File: config.mk
export PLATFORM = sky130hd
export DESIGN_NAME = wish_pack
export DESIGN_NICKNAME = d
export VERILOG_FILES = /design/src/rtl/wish_pack.sv
export SDC_FILE = /design/constraint.sdc
export NUM_CORES = 1
export LEC_CHECK = 0
export BUFFER_PORTS_ARGS = -buffer_cell sky130_fd_sc_hd__buf_2
export CAP_MARGIN = 20
export CELL_PAD_IN_SITES_DETAIL_PLACEMENT = 1
export CELL_PAD_IN_SITES_GLOBAL_PLACEMENT = 1
export CORE_MARGIN = 4
export CORE_UTILIZATION = 47
export DETAILED_ROUTE_END_ITERATION = 8
export PLACE_DENSITY = 0.94
export SYNTH_ARGS = -nofsm -noshare
export SYNTH_HDL_FRONTEND = slang
export SYNTH_SLANG_ARGS = --single-unit
File: constraint.sdc
create_clock -name clk_i -period 5.1 [get_ports clk_i]
set_input_delay 0.51 -clock clk_i [delete_from_list [all_inputs] [get_ports clk_i]]
set_output_delay 0.51 -clock clk_i [all_outputs]
set_load 0.02 [all_outputs]
File: src/rtl/wish_pack.sv
// Packs NUM_PACK narrow Wishbone beats into one wide word; a word is registered on the edge its last beat is accepted.
// Only a completing beat stalls, and only while the output register is still held by the sink.
module wish_pack #(
  parameter int DATA_WIDTH    = 8,
  parameter int NUM_PACK      = 4,
  parameter int TGC_WIDTH     = 2,
  parameter bit LITTLE_ENDIAN = 1'b0
) (
  input  logic                           clk_i,
  input  logic                           rst_i,
  input  logic                           s_cyc_i,
  input  logic                           s_stb_i,
  input  logic [DATA_WIDTH-1:0]          s_dat_i,
  input  logic [TGC_WIDTH-1:0]           s_tgc_i,
  output logic                           s_ack_o,
  output logic                           s_stall_o,
  output logic                           d_cyc_o,
  output logic                           d_stb_o,
  output logic [DATA_WIDTH*NUM_PACK-1:0] d_dat_o,
  output logic [NUM_PACK-1:0]            d_sel_o,
  output logic [TGC_WIDTH-1:0]           d_tgc_o,
  input  logic                           d_ack_i,
  output logic                           err_o
);

  localparam int              CW        = $clog2(NUM_PACK);
  localparam int              WW        = DATA_WIDTH * NUM_PACK;
  localparam logic [CW-1:0]   LAST_LANE = CW'(NUM_PACK - 1);

  logic [CW-1:0]        r_cnt;
  logic [WW-1:0]        r_acc_dat;
  logic [NUM_PACK-1:0]  r_acc_sel;
  logic                 r_first_tag;
  logic                 r_out_vld;
  logic [WW-1:0]        r_d_dat;
  logic [NUM_PACK-1:0]  r_d_sel;
  logic [TGC_WIDTH-1:0] r_d_tgc;
  logic                 r_s_ack;
  logic                 r_err;

  logic                 w_accept;
  logic                 w_misfirst;
  logic [CW-1:0]        w_k;
  logic                 w_complete;
  logic                 w_first_tag;
  logic [WW-1:0]        w_new_dat;
  logic [NUM_PACK-1:0]  w_new_sel;

  // Stall uses the raw lane count, so a misplaced first beat may be held back conservatively.
  assign s_stall_o  = r_out_vld & ~d_ack_i & ((r_cnt == LAST_LANE) | s_tgc_i[1]);
  assign w_accept   = s_cyc_i & s_stb_i & ~s_stall_o;
  assign w_misfirst = w_accept & s_tgc_i[0] & (r_cnt != '0);
  assign w_k        = w_misfirst ? '0 : r_cnt;
  assign w_complete = w_accept & ((w_k == LAST_LANE) | s_tgc_i[1]);
  assign w_first_tag = (w_k == '0) ? s_tgc_i[0] : r_first_tag;

  always_comb begin
    w_new_dat = w_misfirst ? '0 : r_acc_dat;
    w_new_sel = w_misfirst ? '0 : r_acc_sel;
    for (int i = 0; i < NUM_PACK; i++) begin
      if ((LITTLE_ENDIAN ? CW'(i) : CW'(NUM_PACK - 1 - i)) == w_k) begin
        w_new_dat[i*DATA_WIDTH +: DATA_WIDTH] = s_dat_i;
        w_new_sel[i]                          = 1'b1;
      end
    end
  end

  always_ff @(posedge clk_i or negedge rst_i) begin
    if (!rst_i) begin
      r_cnt       <= '0;
      r_acc_dat   <= '0;
      r_acc_sel   <= '0;
      r_first_tag <= 1'b0;
    end else if (w_accept) begin
      r_first_tag <= w_first_tag;
      if (w_complete) begin
        r_cnt     <= '0;
        r_acc_dat <= '0;
        r_acc_sel <= '0;
      end else begin
        r_cnt     <= w_k + 1'b1;
        r_acc_dat <= w_new_dat;
        r_acc_sel <= w_new_sel;
      end
    end
  end

  // A completion may overwrite a word retiring on the same edge, so there is no bubble.
  always_ff @(posedge clk_i or negedge rst_i) begin
    if (!rst_i) begin
      r_out_vld <= 1'b0;
      r_d_dat   <= '0;
      r_d_sel   <= '0;
      r_d_tgc   <= '0;
    end else if (w_complete) begin
      r_out_vld <= 1'b1;
      r_d_dat   <= w_new_dat;
      r_d_sel   <= w_new_sel;
      r_d_tgc   <= {s_tgc_i[TGC_WIDTH-1:1], w_first_tag};
    end else if (r_out_vld && d_ack_i) begin
      r_out_vld <= 1'b0;
    end
  end

  always_ff @(posedge clk_i or negedge rst_i) begin
    if (!rst_i) begin
      r_s_ack <= 1'b0;
      r_err   <= 1'b0;
    end else begin
      r_s_ack <= w_accept;
      r_err   <= w_misfirst;
    end
  end

  assign s_ack_o = r_s_ack;
  assign err_o   = r_err;
  assign d_cyc_o = r_out_vld;
  assign d_stb_o = r_out_vld;
  assign d_dat_o = r_d_dat;
  assign d_sel_o = r_d_sel;
  assign d_tgc_o = r_d_tgc;

endmodule

* After elaboration in Yosys (flattened, before gate mapping)
Index checks and enable logic that the tools add are counted.
** Word-level totals
- Register bits after elaboration :: 80
- Input bits :: 15
- Output and inout bits :: 43
- Word-level logic and storage cells :: 48
** Operators by class
- $add $sub $neg :: 1
- Eq/ne operators :: 5
- Muxes and demuxes :: 17
- Bitwise operators :: 11
- Reductions and logical operators :: 4
** Operator list (count)
- $mux 32 :: 2
- $mux 8 :: 4
- $mux 4 :: 2
- $and 1x1->1 :: 7
- $mux 1 :: 7
- $eq 2x2->1 const A :: 2
- $eq 2x2->1 const B :: 2
- $mux 2 :: 2
- $reduce_bool 2->1 :: 2
- $add 2x1->2 const B :: 1
- $eq 1x2->1 const A :: 1
- $logic_not 2->1 :: 1
- $not 1->1 :: 2
- $or 1x1->1 :: 2
- $logic_and 1x1->1 :: 1

* Logic depth before layout (Yosys ltp)
- Depth in word-level cells :: 12
- Mapped depth :: 14
- Gate-level depth less buffers :: 9

* Least setup slack after synthesis
No wires, ideal clock.
- Path kind :: input port to flip-flop
- Start point :: input port s_tgc_i[1]
- End point :: register r_acc_dat[10]
- Library setup time :: 0.067 ns
- Data arrival time :: 2.587 ns
- Required time :: 5.033 ns
- Path slack :: 2.446 ns
- Stages on the path :: 12
- Cell sequence :: a21o_2 a211o_1 buf_2 buf_6 nand2_1 inv_2 ha_1 buf_2 nor2_4 nand2_1 o21ai_1 a22o_1
** On the way
- Cells in the longest elaborated chain, start to end :: 11
- Elaborated cells between the ends (all ways) :: 14
- Classes of those cells :: 2 x eq/ne; 4 x mux; 8 x bitwise
** RTL lines
- start, declared :: RTL line 14 : input logic [TGC_WIDTH-1:0] s_tgc_i,
- $or 1x1->1 :: RTL line 50 : assign s_stall_o = r_out_vld & ~d_ack_i & ((r_cnt == LAST_LANE) | s_tgc_i[1]);
- $and 1x1->1 :: RTL line 50
- $not 1->1 :: RTL line 51 : assign w_accept = s_cyc_i & s_stb_i & ~s_stall_o;
- $and 1x1->1 :: RTL line 51
- $and 1x1->1 (2 in a row) :: RTL line 52 : assign w_misfirst = w_accept & s_tgc_i[0] & (r_cnt != '0);
- $mux 2 :: RTL line 53 : assign w_k = w_misfirst ? '0 : r_cnt;
- $eq 2x2->1 :: RTL line 54 : assign w_complete = w_accept & ((w_k == LAST_LANE) | s_tgc_i[1]);
- $or 1x1->1 :: RTL line 54
- $and 1x1->1 :: RTL line 54
- $mux 32 :: RTL line 76 : if (w_complete) begin
- end signal, assigned :: RTL line 82 : r_acc_dat <= w_new_dat;
- end, declared :: RTL line 31 : logic [WW-1:0] r_acc_dat;
Parallel ways exist; a longest one is shown, timed or not.
A chain may end at the register's enable or synchronous reset.

* Worst setup path after layout
- Start point :: register r_cnt[0]
- End point :: register r_acc_dat[15]
** On the way
- Cells in the longest elaborated chain, start to end :: 12
- Elaborated cells between the ends (all ways) :: 16
- Classes of those cells :: 3 x eq/ne; 4 x mux; 8 x bitwise; 1 x reduce/logical
** RTL lines
- start, declared :: RTL line 30 : logic [CW-1:0] r_cnt;
- start signal, assigned :: RTL line 81 : r_cnt <= w_k + 1'b1;
- $eq 2x2->1 :: RTL line 50
- $or 1x1->1 :: RTL line 50
- $and 1x1->1 :: RTL line 50
- $not 1->1 :: RTL line 51
- $and 1x1->1 :: RTL line 51
- $and 1x1->1 (2 in a row) :: RTL line 52
- $mux 2 :: RTL line 53
- $eq 2x2->1 :: RTL line 54
- $or 1x1->1 :: RTL line 54
- $and 1x1->1 :: RTL line 54
- $mux 32 :: RTL line 76
Parallel ways exist; a longest one is shown, timed or not.

==> results_dict.tcl <==
set metrics [dict create \
    gr-total-overflow 0 \
    crit_type "reg2reg" \
    antennaDiodeCount 0 \
    fin_skew_ns 0.0147 \
    start_util 0.494 \
    r2r_setup_slack_ns 2.09 \
    cts_tree "done" \
    seq_power_share 0.464 \
    synth.yosys.seq_area_share 0.584 \
    drive_gt1_frac 0.220 \
    start_kind "flip-flop" \
    reg2reg_depth 8 \
    ios 58 \
    clk_pin_slew_worst_paths_ns 0.09 \
    clk-insertion-delay-late_ns 0.36 \
    maxCapViolCount 0 \
    hold_viol_final 0 \
    gr-max-usage-layer "met2" \
    cp_max_fo 17 \
    antenna_found_initial 0 \
    synthDistinctLibCells 32 \
    ctsRootBufferMaster "clkbuf_8" \
    switchingPower_uw 659 \
    total_power_mw 1.82 \
    powerDensity_nw_per_um2 465 \
    fin_setup_tns_ns 0 \
    rsz0062_at_grt "no" \
    register_area_um2 2000 \
    multi_input_area_um2 1270 \
    cts_buffers 9 \
    gp_congestion 0.760 \
    row_count 30 \
    numPortBuffers 57 \
    grt_max_degree 81 \
    dp_hpwl_um 5830 \
    synth.avg_cell_area_um2 10.7 \
    postCtsSetupRepairBufs 0 \
    num_vias 2728 \
    met1_usage 0.283 \
    clock.fmax_mhz 333 \
    status "finished, final reports clean" \
    fin_crit_sh 0.589 \
    period_needed_ns 3.01 \
    cp-end-kind "flip-flop" \
    track_usage 0.220 \
    regToRegStartpoint "r_cnt[0]" \
    p_leak_nw 1.82 \
    hold_path_class "in2async" \
    grt_pass1_vias 2891 \
    grtUsageMet3 0.0418 \
    finalSetupViolCount 0 \
    viasPerCell 5.82 \
    clock_power_share 0.242 \
    p_sw_frac 0.363 \
    arrival_ns 3.31 \
    worstReg2RegEnd "r_acc_dat[15]" \
    drc_errors 0 \
    ctsHtreeMaxLevel 3 \
    fin_hold_ws_ns 0.295 \
    syn_to_final_growth_pct 13.9 \
    synth_area_um2 3430 \
    core_um2 6940 \
    fp.dieArea_um2 8730 \
    syn-num-nets 341 \
    p_int_mw 1.16 \
    clock_path_buffers 2 \
    nets 387 \
    synthCells 322 \
    post_drt_wl_per_cell_um 19.6 \
    nFillCells 772 \
    slew_headroom 0.349 \
    use_met2 0.353 \
    die_x_um 93.4 \
    worstPathRequired_ns 5.40 \
    grt_pass1_wl_um 14800 \
    postRouteAntennaNets 0 \
    wl_um 9170 \
    pwr-share-comb 0.295 \
    peakVddDrop_uv 186 \
    cts_hold_buf 0 \
    cts_resized 0 \
    die_y_um 93.4 \
    maxSlewViolCount 0 \
    crit_start "r_cnt[0]" \
    first_pass_iters 7 \
    yosysWarningCount 0 \
    clock-sinks 80 \
    endpoint "r_acc_dat[15]" \
    drt-initial-drc-count 191 \
    tightestPinTransition_ns 0.976 \
    synth.ff_latch_count 80 \
]
-- synthesized netlist by cell type, drive strengths merged --
master	instances	area (um^2)
a22o	25	219
clkinv	1	3.75
dfrtp	80	2000
o21ai	4	20.0
nor2	39	154
a31oi	32	200
o22ai	1	6.26
a211o	1	8.76
clkbuf	8	30.0
buf	17	113
a21o	4	31.3
ha	4	50.1
nand2	40	150
mux2	2	22.5
inv	5	18.8
or2	1	6.26
nand3b	24	180
and2	9	56.3
and3	3	18.8
mux2i	1	10.0
a211oi	1	12.5
a41oi	1	8.76
nand3	8	40.0
and2b	1	7.51
a21oi	10	61.3
-- critical path, cell delays in order, from the launching register on --
cell	delay, ns
dfrtp_1	0.40
a21o_2	0.27
a21oi_4	0.38
a21oi_1	0.22
ha_1	0.39
nor2_4	0.26
nand2_1	0.16
o21ai_1	0.62
a22o_1	0.25
-- layer usage --
metal / wire length [um] / share of wire / vias to the layer above
met5: 0 / 0 / -
met4: 225 / 0.025 / 0
met3: 459 / 0.050 / 17
met2: 4470 / 0.49 / 99
met1: 4020 / 0.44 / 1388
li1: - / - / 1224
-- worst min path at each step --
stage / slack (ns) / to / cells past startpoint
global route: 0.39 / d_dat_o[3] / 1
global placement: 0.46 / r_acc_sel[3] / 1
CTS: 0.34 / d_dat_o[3] / 1
finish: 0.29 / d_dat_o[3] / 1
detailed placement: 0.47 / r_acc_sel[2] / 1
floorplan: 0.21 / d_cyc_o / 0
-- area by class of cell --
cell class / count / share of cell area
multi-input combinational: 211 / 0.325
sequential: 80 / 0.512
inverter: 6 / 0.00576
tap: 96 / 0.0307
timing repair buffer: 60 / 0.0794
clock buffer: 11 / 0.0387
clock inverter: 5 / 0.00800
-- cells by family after synthesis --
logic type      after synthesis  synth area share
buf+inv                      31            0.0481
flops                        80             0.584
compound gates               79             0.166
fa+ha+maj                     4            0.0146
mux                           3           0.00948
simple gates                125             0.179
-- state kept, by name (all words and copies together), names as in the netlist --
signal and count:
r_first_tag 1, err_o 1, d_dat_o 32, r_cnt 2, r_acc_dat 32, d_cyc_o 1
s_ack_o 1, d_tgc_o 2, d_sel_o 4, r_acc_sel 4
-- layout by cell type (no fill, tap or decap), drive strengths merged --
master	count
clkbuf	11
clkinvlp	1
a21oi	10
a41oi	1
and2	9
dfrtp	80
a211o	1
a31oi	32
a21o	4
nand2	40
or2	1
and2b	1
mux2i	1
mux2	2
nor2	39
buf	60
nand3	8
and3	3
o22ai	1
ha	4
inv	5
a211oi	1
o21ai	4
a22o	25
clkinv	5
nand3b	24
-- power groups by stage --
stage | sequential (mW) | clock, mW | combinational [mW]
after CTS | 0.843 | 0.440 | 0.541
after detailed placement | 0.851 | 0 | 0.532
final | 0.842 | 0.439 | 0.536
after floorplan | 0.946 | 0 | 0.245
after global placement | 0.843 | 0 | 0.509
after global routing | 0.859 | 0.472 | 0.583
-- stage by stage --
| stage | cells | cell area (um^2) | utilization | setup WS [ns] |
|---|---|---|---|---|
| final | 469 | 3910 | 0.563 | 2.09 |
| after global routing | 469 | 3910 | 0.563 | 1.90 |
| after CTS | 469 | 3910 | 0.563 | 2.11 |
| after detailed placement | 453 | 3730 | 0.537 | 1.91 |
| after global placement | 453 | 3730 | 0.537 | 2.17 |
| after floorplan | 322 | 3430 | - | 2.45 |
(Power assumes the default switching activity.)
